==> src/rtl/game_sequencer.sv <==
// Two-player grid game sequencer: READY countdown, round-robin move arbitration, collision/fruit outcome.
// Optional macro WRAP_AROUND_EN makes edge moves wrap modulo 8 instead of saturating.
module game_sequencer #(
  parameter logic [2:0]  FRUIT_X     = 3'd7,
  parameter logic [2:0]  FRUIT_Y     = 3'd0,
  parameter int unsigned READY_TICKS = 3
) (
  input  logic       clk,
  input  logic       reset,
  input  logic       tick,
  input  logic       restart,
  input  logic       pac_req,
  input  logic [1:0] pac_dir,
  input  logic       ghost_req,
  input  logic [1:0] ghost_dir,
  output logic       pac_ack,
  output logic       ghost_ack,
  output logic [2:0] pac_x,
  output logic [2:0] pac_y,
  output logic [2:0] ghost_x,
  output logic [2:0] ghost_y,
  output logic [1:0] state,
  output logic [1:0] lives,
  output logic [7:0] steps
);

  typedef enum logic [1:0] {StReady = 2'b00, StPlay = 2'b01, StWin = 2'b10, StLose = 2'b11} state_t;

  localparam logic [7:0] ReadyLast = 8'(READY_TICKS - 1);

  state_t     state_q;
  logic [7:0] ready_cnt;
  logic       last_pac;  // 1 when Pac-Man won the most recent grant

  // One axis of a move: dec/inc select the direction along this axis.
  function automatic logic [2:0] step_coord(input logic [2:0] v, input logic dec, input logic inc);
`ifdef WRAP_AROUND_EN
    if (dec) return v - 3'd1;
    if (inc) return v + 3'd1;
`else
    if (dec && v != 3'd0) return v - 3'd1;
    if (inc && v != 3'd7) return v + 3'd1;
`endif
    return v;
  endfunction

  logic       pac_elig, ghost_elig, pac_gnt, ghost_gnt;
  logic [2:0] pac_nx, pac_ny, ghost_nx, ghost_ny;
  logic       collide, on_fruit;

  always_comb begin
    pac_elig   = (state_q == StPlay) && pac_req && !pac_ack;
    ghost_elig = (state_q == StPlay) && ghost_req && !ghost_ack;
    pac_gnt    = pac_elig && (!ghost_elig || !last_pac);
    ghost_gnt  = ghost_elig && !pac_gnt;
    pac_nx     = pac_x;
    pac_ny     = pac_y;
    ghost_nx   = ghost_x;
    ghost_ny   = ghost_y;
    if (pac_gnt) begin
      pac_nx = step_coord(pac_x, pac_dir == 2'b10, pac_dir == 2'b11);
      pac_ny = step_coord(pac_y, pac_dir == 2'b00, pac_dir == 2'b01);
    end
    if (ghost_gnt) begin
      ghost_nx = step_coord(ghost_x, ghost_dir == 2'b10, ghost_dir == 2'b11);
      ghost_ny = step_coord(ghost_y, ghost_dir == 2'b00, ghost_dir == 2'b01);
    end
    collide  = (pac_nx == ghost_nx) && (pac_ny == ghost_ny);
    on_fruit = (pac_nx == FRUIT_X) && (pac_ny == FRUIT_Y);
  end

  assign state = state_q;

  always_ff @(posedge clk) begin
    if (reset) begin
      state_q   <= StReady;
      ready_cnt <= 8'd0;
      last_pac  <= 1'b0;
      lives     <= 2'd3;
      steps     <= 8'd0;
      pac_ack   <= 1'b0;
      ghost_ack <= 1'b0;
      pac_x     <= 3'd0;
      pac_y     <= 3'd7;
      ghost_x   <= 3'd7;
      ghost_y   <= 3'd7;
    end else begin
      pac_ack   <= 1'b0;
      ghost_ack <= 1'b0;
      case (state_q)
        StReady: begin
          if (tick) begin
            if (ready_cnt >= ReadyLast) begin
              state_q   <= StPlay;
              ready_cnt <= 8'd0;
            end else begin
              ready_cnt <= ready_cnt + 8'd1;
            end
          end
        end
        StPlay: begin
          if (pac_gnt || ghost_gnt) begin
            pac_ack   <= pac_gnt;
            ghost_ack <= ghost_gnt;
            last_pac  <= pac_gnt;
            if (pac_gnt && steps != 8'd255) steps <= steps + 8'd1;
            if (collide && lives > 2'd1) begin
              lives     <= lives - 2'd1;
              state_q   <= StReady;
              ready_cnt <= 8'd0;
              pac_x     <= 3'd0;
              pac_y     <= 3'd7;
              ghost_x   <= 3'd7;
              ghost_y   <= 3'd7;
            end else begin
              pac_x   <= pac_nx;
              pac_y   <= pac_ny;
              ghost_x <= ghost_nx;
              ghost_y <= ghost_ny;
              if (collide) begin
                lives   <= 2'd0;
                state_q <= StLose;
              end else if (on_fruit) begin
                state_q <= StWin;
              end
            end
          end
        end
        default: begin
          if (restart) begin
            state_q   <= StReady;
            ready_cnt <= 8'd0;
            lives     <= 2'd3;
            steps     <= 8'd0;
            pac_x     <= 3'd0;
            pac_y     <= 3'd7;
            ghost_x   <= 3'd7;
            ghost_y   <= 3'd7;
          end
        end
      endcase
    end
  end

endmodule

==> config.mk <==
export PLATFORM = sky130hd
export DESIGN_NAME = game_sequencer
export DESIGN_NICKNAME = d
export VERILOG_FILES = /design/src/rtl/game_sequencer.sv
export SDC_FILE = /design/constraint.sdc
export NUM_CORES = 1
export LEC_CHECK = 0
export CAP_MARGIN = 20
export CORE_MARGIN = 2
export CORE_UTILIZATION = 40
export DETAILED_ROUTE_END_ITERATION = 8
export RECOVER_POWER = 100
export SKIP_LAST_GASP = 1
export SLEW_MARGIN = 20
export SYNTH_ARGS = -nofsm -noshare
export SYNTH_HDL_FRONTEND = slang
export SYNTH_SLANG_ARGS = --single-unit
==> constraint.sdc <==
create_clock -name clk -period 6.95 [get_ports clk]
set_input_delay 1.39 -clock clk [delete_from_list [all_inputs] [get_ports clk]]
set_output_delay 1.39 -clock clk [all_outputs]
set_load 0.05 [all_outputs]
Yosys cells after proc, flatten, opt, wreduce, memory -nomap -nowiden
Index checks and enable logic that the tools add are counted.
- register bits after elaboration: 35
- bits in latches: 0
- bits in writable memories: 0
- memories: 0
- ROM bits: 0
- $mul: 0
- equality and inequality tests: 22
- reductions and logical operators: 42
- mux-type cells: 76
- shift operators: 0
- bitwise operators: 3
- $add $sub $neg: 11
- divide/modulo/power cells: 0
- order comparisons: 2
- operators by type and width (cell ; number):
    two-way mux 3 bit ; 30
    two-way mux 8 bit ; 7
    case mux 8 bit (2 select lines) ; 2
    case mux 3 bit (2 select lines) ; 4
    two-way mux 2 bit ; 11
    two-way mux 1 bit ; 20
    logical AND 1 bit ; 18
    adder 8 x 1 -> 8 bit, second input constant ; 2
    nonzero test 3 bit ; 5
    adder 3 x 1 -> 3 bit, second input constant ; 4
    != test 3 bit, second input constant ; 4
    AND reduction 4 bit ; 3
    subtractor 3 x 1 -> 3 bit, second input constant ; 4
    == test 2 bit, second input constant ; 4
    greater-or-equal comparator 8 x 2 -> 1 bit, second input constant ; 1
    != test 8 bit, second input constant ; 1
    case mux 2 bit (2 select lines) ; 2
    == test 2 x 1 -> 1 bit, second input constant ; 3
    == test 3 bit ; 2
    zero test 2 bit ; 3
    != test 2 x 1 -> 1 bit, second input constant ; 3
    zero test 1 bit ; 5
    AND reduction 5 bit ; 1
    != test 2 bit, second input constant ; 2
    other kinds (12) ; 15

Logic depth before layout (Yosys ltp)
Gate-level depths: netlist (run 1).
- depth in word-level cells: 20
- mapped depth: 12
- gate-level depth less buffers: 11

Worst setup path before layout (run 1)
Ideal clock, no wire load.
- path type: input-to-reg
- from: input port ghost_req
- to: register ready_cnt[1]
- cell stages on the path: 10
- required time: 6822 ps
- setup slack: 3413 ps
- buffers on the path: 1
- arrival time: 3409 ps
- cells stage by stage: and2b_1 a21oi_2 buf_6 a32o_1 a221oi_2 xnor2_1 nand4_2 o32ai_4 mux2i_1 nor2_1
- longest elaborated chain between the ends: 13
- RTL lines (item ; RTL line ; RTL):
    start, declared ; 14 ; input logic ghost_req,
    logical AND 1 bit * (2 in a row) ; 53 ; ghost_elig = (state_q == StPlay) && ghost_req && !ghost_ack;
    zero test 1 bit ; 54 ; pac_gnt = pac_elig && (!ghost_elig || !last_pac);
    logical OR 1 bit ; 54 ;
    logical AND 1 bit ; 54 ;
    zero test 1 bit ; 55 ; ghost_gnt = ghost_elig && !pac_gnt;
    logical AND 1 bit ; 55 ;
    two-way mux 3 bit ; 64 ; if (ghost_gnt) begin
    == test 3 bit ; 68 ; collide = (pac_nx == ghost_nx) && (pac_ny == ghost_ny);
    logical AND 1 bit ; 68 ;
    logical AND 1 bit ; 107 ; if (collide && lives > 2'd1) begin
    != test 2 x 1 -> 1 bit (no source line) ; -- ;
    AND reduction 4 bit (no source line) * ; -- ;
    end signal, assigned ; 97 ; ready_cnt <= ready_cnt + 8'd1;
    end, declared ; 32 ; logic [7:0] ready_cnt;
Every way passes the cells marked *; elsewhere a longest branch is shown, timed or not.
A chain may end at the register's enable or synchronous reset.

Worst setup path in the final report (run 1)
- from: input port ghost_req
- to: register ready_cnt[2]
Same word-level chain as after synthesis.

==> summary.txt, run 1 <==
Layout
  • Area delta synth->final: 17.64%
  • Final net count: 341
  • Commonest non-fill, non-tap cell in the layout: dfxtp_1
  • Layout cells sized above 1: 5.788%
  • N_diodes: 0
  • Final non-filler cell total: 386
  • Commonest non-fill, non-tap cells in the layout: 35 x dfxtp_1, 33 x nor2_1, 28 x dlygate4sd3_1, 21 x nand2_1, 20 x ha_1

Die
  • DIE WIDTH: 80.95 um
  • Effective utilization at floorplan: 40.73%
  • Num rows: 28
  • Die area: 6553 sq um
  • Die Y: 80.95 um
  • I/O Pins: 36
  • Core Area: 5816 sq um

Synth
  • Seq/Total Area, Yosys: 29.58%
  • Post-synth top area cell: dfxtp_1
  • XOR/XNOR Fraction of Synth Area: 6.286%
  • Mux contribution to synthesized area: 3.011%
  • Mapped Nets: 310
  • Number of synthesized register bits: 35
  • EDFF count, synth: 0
  • Post-synthesis simple-gate area fraction: 24.72%
  • Mapped Area: 2369 sq um
  • Compound-Gate Fraction of Synth Area: 19.81%
  • Ys Warns: 0
  • Number of library cell types mapped by synthesis: 63
  • Syn_area_per_cell: 8.459 sq um
  • Async SR Flop Fraction: 0%
  • Largest family of logic cells by synthesized area: simple AND/OR/NAND/NOR gates
  • Synth Area in Adders: 10.57%
  • Synth Flop Type: dfxtp_1
  • Ranking of synthesized cells by area: dfxtp_1 30%, ha_1 11%, nor2_1 5.2%
  • Synth top area share: 29.58%
  • Cell count after synthesis: 280

Setup path
  • Reg2reg start: state[1]
  • Reg2Reg Setup Slack: 2.96 ns
  • CP delay by family, top: compound AO/OA/AOI/OAI gates
  • RR Endpoint: ready_cnt[2]
  • CP arrival: 5.35 ns
  • Kind of critical path: primary input to flip-flop
  • Largest stage delay, worst path: 1.10 ns
  • Critical Path RT: 7.10 ns
  • CP max-delay cell: o32ai_1
  • Crit-path most repeated cell: mux2i_1
  • Worst-case reg-to-reg path depth: 8
  • Worst setup EP type: flip-flop
  • Cell-by-cell trace of the critical path: dlygate4sd3_1, and2b_1, a21oi_1, and3_1, mux2i_1, o21ai_0, o32ai_1, mux2i_1, nor2_1
  • Startpoint types: primary input
  • Worst Path Buf+Inv: 1
  • CP Max Fanout: 11

Power
  • Leak Pwr: 1.174 nW
  • Register share of total power: 41.1%
  • Comb pwr share: 33.9%
  • Pwr Total: 0.5604 mW
  • Maximum VDD drop: 0.1516 mV
  • Switching power: 0.2103 mW
  • Clock Power Share: 25.0%
  • Switch share: 37.53%
  • Pint: 0.3501 mW
  • Total power divided by cell area: 201.1 nW/um^2

Clock network
  • H-tree Lvls: 2
  • Clk_lat worst skew: 0.29 ns
  • # hold bufs at CTS: 0
  • Root Driver: clkbuf_8
  • TritonCTS Buffers: 5
  • Clock transition at path regs: 0.07 ns
  • Max clock buf depth: 2
  • CTS tree: done
  • Post_cts resized: 0
  • CTS Sinks: 35
  • Setup repair bufs after CTS: 0

Timing
  • RSZ-0062 raised after global routing: false
  • Slew margin rel.: 18.73%
  • Tmin final: 5.207 ns
  • Worst setup margin: 1.743 ns
  • Fin crit share: 74.93%
  • Final Hold Fails: 0
  • Clk_skew: 0.007808 ns
  • Fmax: 192.0 MHz
  • Setup Viol. Count Final: 0
  • Final count of pins violating max slew: 0
  • Setup TNS: 0 ns
  • Slew @ Worst Pin: 1.215 ns

Worst hold path
  • Hold Crit Depth: 1
  • Hold_sp: ready_cnt[3]
  • Worst hold path type: flip-flop to flip-flop
  • Hold-critical path endpoint: ready_cnt[3]

Placed design
  • Setup Slack @ Placement: 2.431 ns
  • Port Buffer Count: 35
  • Detailed Place HPWL: 3923 um
  • Placed cells: 379
  • Final GP Congestion: 0.8008

Job
  • Max Cap Viol: 0

Global route
  • First-pass GRT wire length: 8500 um
  • Largest net degree at the start of global routing: 26
  • Vias in the first global route: 1,862
  • Overflow after GRT: 0
  • Antenna violations before repair: 0
  • All-Layer GR Usage: 16.55%

Detailed routing
  • Metal2 WL: 2348 um
  • Via count: 2,023
  • Final WL: 5112 um
  • M1 WL: 2538 um
  • Top routing layer in use: met4
  • Vias per cell: 5.241
  • Met3 Routed Length: 160 um
  • 1st-iter DRT viols: 101
  • First-pass iteration count of the detailed router: 5
  • Residual DRC: 0
  • Antenna Nets Post-Route: 0
  • Avg WL per Cell: 13.24 um

Status
  • Status: finished clean
## worst reg2reg max path: stages (launching register included)
cell	delay (ns)
dfxtp_1	0.42
nand4bb_1	0.25
a21oi_1	0.72
and3_1	0.34
mux2i_1	0.37
o21ai_0	0.32
o32ai_1	1.10
mux2i_1	0.28
nor2_1	0.05
## cell families (layout without fill, tap and decap cells)
family,after synthesis,count (layout)
simple gates,110,110
compound gates,61,61
flops,35,35
buf+inv,30,61
fa+ha+maj,20,20
xor+xnor,17,17
mux,7,7
## cell usage after synthesis, drive strengths merged, types with 7 or more instances
master	n
ha	20
xor2	7
inv	19
a21oi	17
dfxtp	35
nand2b	7
buf	7
xnor2	10
nor2	33
nand2	21
nor3b	7
o21ai	10
## power by group through the flow
stage	logic, mW	registers (mW)	clock network [mW]
6_report	0.190	0.230	0.140
5_1_grt	0.212	0.234	0.153
4_1_cts	0.205	0.231	0.146
3_5_place_dp	0.204	0.236	0
3_3_place_gp	0.204	0.237	0
2_1_floorplan	0.139	0.255	0
## state kept, by name, indices dropped and copies added, names as in the netlist
register and count:
pac_ack 1, ghost_ack 1, ghost_x 3, last_pac 1
steps 8, pac_x 3, ready_cnt 8, pac_y 3
ghost_y 3, lives 2, state 2
## worst max-delay path by stage
| stage | to | startpoint | slack [ns] | depth (start not counted) |
|---|---|---|---|---|
| after global placement | ghost_x[1] | ghost_req | 2.61 | 10 |
| after CTS | ghost_y[1] | ghost_req | 2.72 | 10 |
| after detailed placement | ghost_x[1] | ghost_req | 2.43 | 10 |
| final | ready_cnt[2] | ghost_req | 1.74 | 9 |
| after floorplan | ready_cnt[1] | ghost_req | 3.41 | 10 |
| after global routing | ready_cnt[2] | ghost_req | 1.31 | 9 |
## final cells by class
cell class	count	area, sq um
inverters	19	71.32
flip-flops and latches	35	700.7
clock buffers	5	68.82
multi-input cells	215	1488
repair buffers	35	350.3
well taps	75	93.84
clock inverters	2	13.76
fillers	577	3029
## per-layer routing
metal / up-vias / global-route usage [%]
li1: 1045 / -
met1: 941 / 21.02
met2: 30 / 27.27
met3: 7 / 3.889
met4: 0 / 6.102
met5: - / 0
## metrics by stage
| step | hold slack [ns] | instance area (sq um) | utilization, % |
|---|---|---|---|
| floorplan | 0.4571 | 2369 | - |
| global placement | 0.4638 | 2741 | 47.14 |
| detailed placement | 0.4687 | 2741 | 47.14 |
| CTS | 0.4790 | 2824 | 48.56 |
| global route | 0.4915 | 2786 | 47.91 |
| finish | 0.4756 | 2786 | 47.91 |
(Power assumes the default switching activity.)
==> run 2, diff against run 1 <==
==> constraint.sdc (replaced) <==
create_clock -name clk -period 4.9 [get_ports clk]
set_input_delay 0.98 -clock clk [delete_from_list [all_inputs] [get_ports clk]]
set_output_delay 0.98 -clock clk [all_outputs]
set_load 0.05 [all_outputs]
==> summary.txt, run 2 (synthesized netlist as in run 1, its figures left out) <==
Status
  • Status: finished clean (unchanged)

Placed design
  • Placed cells: 380 (was 379)
  • Final GP Congestion: 0.8062 (was 0.8008)
  • Detailed Place HPWL: 3871 um (was 3923 um)
  • Port Buffer Count: 35 (unchanged)

Timing
  • Clk_skew: 0.008352 ns (was 0.007808 ns)
  • RSZ-0062 raised after global routing: false (unchanged)
  • Final count of pins violating max slew: 0 (unchanged)
  • Setup TNS: 0 ns (unchanged)
  • Slew margin rel.: 34.12% (was 18.73%)
  • Final Hold Fails: 0 (unchanged)
  • Slew @ Worst Pin: 0.9882 ns (was 1.215 ns)
  • Fmax: 243.5 MHz
  • Fin crit share: 83.83%
  • Setup Viol. Count Final: 0 (unchanged)
  • Tmin final: 4.108 ns

Layout
  • Commonest non-fill, non-tap cell in the layout: dfxtp_1 (unchanged)
  • Final non-filler cell total: 387 (was 386)
  • Final net count: 342 (was 341)
  • N_diodes: 0 (unchanged)
  • Biggest regs: ready_cnt (8), steps (8) (unchanged)
  • Layout cells sized above 1: 6.731% (was 5.788%)
  • Commonest non-fill, non-tap cells in the layout: 35 x dfxtp_1, 33 x nor2_1, 27 x dlygate4sd3_1, 21 x nand2_1, 20 x ha_1 (was 35 x dfxtp_1, 33 x nor2_1, 28 x dlygate4sd3_1, 21 x nand2_1, 20 x ha_1)
  • Area delta synth->final: 18.91% (was 17.64%)

Global route
  • Vias in the first global route: 1,852 (was 1,862)
  • First-pass GRT wire length: 8583 um (was 8500 um)
  • Overflow after GRT: 0 (unchanged)
  • Antenna violations before repair: 0 (unchanged)
  • All-Layer GR Usage: 16.68% (was 16.55%)
  • Largest net degree at the start of global routing: 26 (unchanged)

Job
  • Max Cap Viol: 0 (unchanged)

Power
  • Total power divided by cell area: 289.8 nW/um^2 (was 201.1 nW/um^2)
  • Maximum VDD drop: 0.2931 mV (was 0.1516 mV)
  • Leak Pwr: 1.182 nW (was 1.174 nW)

Setup path
  • Startpoint types: primary input (unchanged)
  • CP arrival: 4.25 ns (was 5.35 ns)
  • Kind of critical path: primary input to flip-flop (unchanged)
  • Worst setup EP type: flip-flop (unchanged)
  • CP Max Fanout: 11 (unchanged)
  • Reg2reg start: state[0] (was state[1])
  • Critical Path RT: 5.04 ns (was 7.10 ns)
  • Worst-case reg-to-reg path depth: 9 (was 8)
  • RR Endpoint: ghost_x[1] (was ready_cnt[2])
  • Reg2Reg Setup Slack: 1.45 ns (was 2.96 ns)

Detailed routing
  • Via count: 2,001 (was 2,023)
  • Final WL: 5136 um (was 5112 um)
  • Residual DRC: 0 (unchanged)
  • Vias per cell: 5.171 (was 5.241)
  • Antenna Nets Post-Route: 0 (unchanged)
  • First-pass iteration count of the detailed router: 4 (was 5)
  • Avg WL per Cell: 13.27 um (was 13.24 um)
  • 1st-iter DRT viols: 58 (was 101)

Die
  • Core Area: 5816 sq um (unchanged)
  • Effective utilization at floorplan: 40.73% (unchanged)
  • I/O Pins: 36 (unchanged)
  • Die area: 6553 sq um (unchanged)
  • DIE WIDTH: 80.95 um (unchanged)
  • Num rows: 28 (unchanged)
  • Die Y: 80.95 um (unchanged)

Clock network
  • TritonCTS Buffers: 5 (unchanged)
  • CTS Sinks: 35 (unchanged)
  • CTS tree: done (unchanged)
  • Setup repair bufs after CTS: 0 (unchanged)
  • H-tree Lvls: 2 (unchanged)
  • Clock transition at path regs: 0.07 ns (about the same)
  • # hold bufs at CTS: 0 (unchanged)
  • Root Driver: clkbuf_8 (unchanged)
  • Post_cts resized: 0 (unchanged)
  • Clk_lat worst skew: 0.28 ns (was 0.29 ns)
  • Max clock buf depth: 2 (unchanged)

Worst hold path
  • Hold-critical path endpoint: ready_cnt[7] (was ready_cnt[3])
  • Hold_sp: ready_cnt[7] (was ready_cnt[3])
  • Worst hold path type: flip-flop to flip-flop (unchanged)
  • Hold Crit Depth: 1 (unchanged)
## run 2: final cells by class
class,instances,area [sq um]
flip-flops and latches,35,700.7
clock buffers,5,68.82
repair buffers,36,357.8
clock inverters,2,13.76
inverters,19,71.32
multi-input cells,215,1510
fillers,596,2999
well taps,75,93.84
## run 2: critical path, cell delays in order
cell and delay [ns]:
clkdlybuf4s50_1 0.42, and2b_1 0.22, a21oi_1 0.80, and3_1 0.34
mux2i_1 0.43, o221ai_2 0.17, o21ai_2 0.17, o31ai_1 0.16
a21oi_1 0.41, o211ai_1 0.15
## run 2: per-stage QoR
| step | worst slack [ns] | area, sq um | utilization (%) | hold slack [ns] | total power [mW] |
|---|---|---|---|---|---|
| 5_1_grt | 0.4863 | 2816 | 48.43 | 0.4947 | 0.8726 |
| 3_5_place_dp | 0.7743 | 2749 | 47.27 | 0.4690 | 0.6307 |
| 2_1_floorplan | 1.773 | 2369 | - | 0.4571 | 0.5597 |
| 6_report | 0.7924 | 2816 | 48.43 | 0.4785 | 0.8161 |
| 4_1_cts | 1.078 | 2831 | 48.69 | 0.4796 | 0.8316 |
| 3_3_place_gp | 0.8941 | 2749 | 47.27 | 0.4649 | 0.6301 |
## run 2: metal layers
metal,track usage [%],share of wire (%)
met1,22.63,50
met2,26.78,47
met3,3.444,3.0
met4,4.746,0.60
met5,0,0
## run 2: where the power goes
| part | switching (mW) | internal (mW) | total (mW) |
|---|---|---|---|
| combinational | 0.181 | 0.108 | 0.289 |
| clock | 0.102 | 0.0971 | 0.199 |
| sequential | 0.0256 | 0.303 | 0.328 |
| total | 0.308 | 0.508 | 0.816 |
## run 2: worst max-delay path by stage
stage              start           end  slack, ns
2_1_floorplan  ghost_req  ready_cnt[1]       1.77
3_3_place_gp   ghost_req    ghost_x[1]       0.89
3_5_place_dp   ghost_req    ghost_x[1]       0.77
4_1_cts        ghost_req    ghost_x[1]       1.08
5_1_grt        ghost_req    ghost_y[1]       0.49
6_report       ghost_req    ghost_x[1]       0.79
==> variant, RTL diff (config.mk and constraints of run 1) <==
The option `WRAP_AROUND_EN` is turned on by a define.
--- a/src/rtl/game_sequencer.sv
+++ b/src/rtl/game_sequencer.sv
@@ -1,4 +1,6 @@
 // Two-player grid game sequencer: READY countdown, round-robin move arbitration, collision/fruit outcome.
 // Optional macro WRAP_AROUND_EN makes edge moves wrap modulo 8 instead of saturating.
+`define WRAP_AROUND_EN
+
 module game_sequencer #(
   parameter logic [2:0]  FRUIT_X     = 3'd7,
Behaviour: not the same (a bounded check fails within 10 cycles, from zero or initial values and one cycle with reset high).
==> variant against run 1 <==
- total power is 21% higher
- largest cell class unchanged
- non-clock buffer count stayed put
- clock power is 41% higher
- worst setup slack better by 0.62 ns
- area after synthesis is 3.8% lower
- register-to-register slack better by 0.50 ns
- cell area is 1.8% lower
- sequential cell count stayed put
- routed wire length is 6.6% higher
==> variant: results (changes against run 1) <==
sta:
  max_slew.worst_pin.slew_ns: 0.8653  # was 1.215 ns
  clock-skew-final_ns: 0.003508  # was 0.007808 ns
  worst_hold_slack_ns: 0.4843  # was 0.4756 ns
worst_setup_path:
  cpMaxStageDelayCell: "nor4_1"  # was o32ai_1
  rr_worst_depth: 7  # was 8
  reg2reg_setup_slack_ns: 3.46  # was 2.96 ns
  rr_startpoint: "state[0]"  # was state[1]
  critical_path.max_fanout: 9  # was 11
  critPathTopFamily: "simple AND/OR/NAND/NOR gates"  # was compound AO/OA/AOI/OAI gates
  worstReg2RegEnd: "pac_x[1]"  # was ready_cnt[2]
  worstPathArrival_ns: 4.83  # was 5.35 ns
  worst_path_largest_cell_delay_ns: 0.85  # was 1.10 ns
synth:
  yosys-top-cells-area: "dfxtp_1, ha_1, nand4_1"  # was dfxtp_1, ha_1, nor2_1
  yosysSeqAreaShare_pct: 30.74  # was 29.58%
  netlist_top_cells_count: "dfxtp_1, nor2_1, inv_1"  # was dfxtp_1, nor2_1, nand2_1
  syn_nets: 269  # was 310
  yosysUniqueCellTypes: 61  # was 63
grt:
  grt_pass1_wl_mm: 8.894  # was 8.500 mm
  global_route.usage.total_pct: 18.10  # was 16.55%
  grt_pass1_vias: 1838  # was 1,862
  grt_start_max_net_pins: 19  # was 26
hold_path:
  hold_end: "ready_cnt[7]"  # was ready_cnt[3]
  min_from: "ready_cnt[7]"  # was ready_cnt[3]
  whs_path_depth: 1  # unchanged
pwr:
  ir_drop_mv: 0.09158  # was 0.1516 mV
  total_leakage_power_uw: 0.001118  # was 0.001174 uW
clock_tree:
  clock_tree.buffer_depth: 2  # unchanged
finish:
  nNetsFinal: 299  # was 341
  post_route_cells_drive_above_1_share_pct: 10.07  # was 5.788%
detailed_routing:
  drt-wirelength-per-cell_um: 15.57  # was 13.24 um
  first_pass_iters: 4  # was 5
  drtIter0Drc: 107  # was 101
  drt-vias-per-instance: 5.677  # was 5.241
place:
  detailed_place_hpwl_mm: 4.068  # was 3.923 mm
  place_congestion: 0.8467  # was 0.8008
run_status:
  outcome: "completed"  # unchanged
[variant: where the power goes]
group,internal [uW],switching [uW]
logic,81.3,156
clock network,116,80.6
registers,216,24.9
[variant: cell families (layout without fill, tap and decap cells)]
family / after synthesis / count (layout) / synth area share, %
xor gates and xnor gates: 16 / 16 / 6.477
DFF: 35 / 35 / 30.74
and+or+nand+nor: 95 / 95 / 28.92
muxes: 6 / 6 / 2.635
buffers and inverters: 28 / 59 / 5.653
AOI/OAI and AO/OA: 55 / 55 / 18.99
adders and majority gates: 12 / 12 / 6.586
[variant: cell type report]
| type | instances | area (sq um) |
|---|---|---|
| clock inverters | 2 | 35.03 |
| clock buffers | 6 | 82.58 |
| flip-flops and latches | 35 | 700.7 |
| fillers | 529 | 2771 |
| inverters | 16 | 60.06 |
| multi-input cells | 184 | 1416 |
| repair buffers | 35 | 350.3 |
| well taps | 72 | 90.09 |
[variant: layer usage]
metal,routed length [um],share of wire (%),global-route usage (%)
met3,272,5.0,4.638
met4,72,1.3,6.724
met1,2748,50,25.40
met5,0,0,0
met2,2354,43,26.47
[variant: how the worst max path moves through the flow]
stage          startpoint  endpoint  slack, ns  cells after the start
2_1_floorplan  pac_dir[0]  pac_x[1]       3.75                      8
3_3_place_gp      pac_req  pac_x[1]       2.69                      8
3_5_place_dp      pac_req  pac_x[1]       2.67                      8
4_1_cts           pac_req  pac_x[1]       2.97                      8
5_1_grt           pac_req  pac_x[1]       2.14                      8
6_report          pac_req  pac_x[1]       2.36                      8
[variant: per-stage QoR]
stage	instances	worst slack [ns]	total power (uW)
finish	350	2.362	675.4
global route	350	2.136	715.5
CTS	350	2.971	689.2
detailed placement	342	2.668	493.2
global placement	342	2.687	491.7
floorplan	247	3.748	434.8
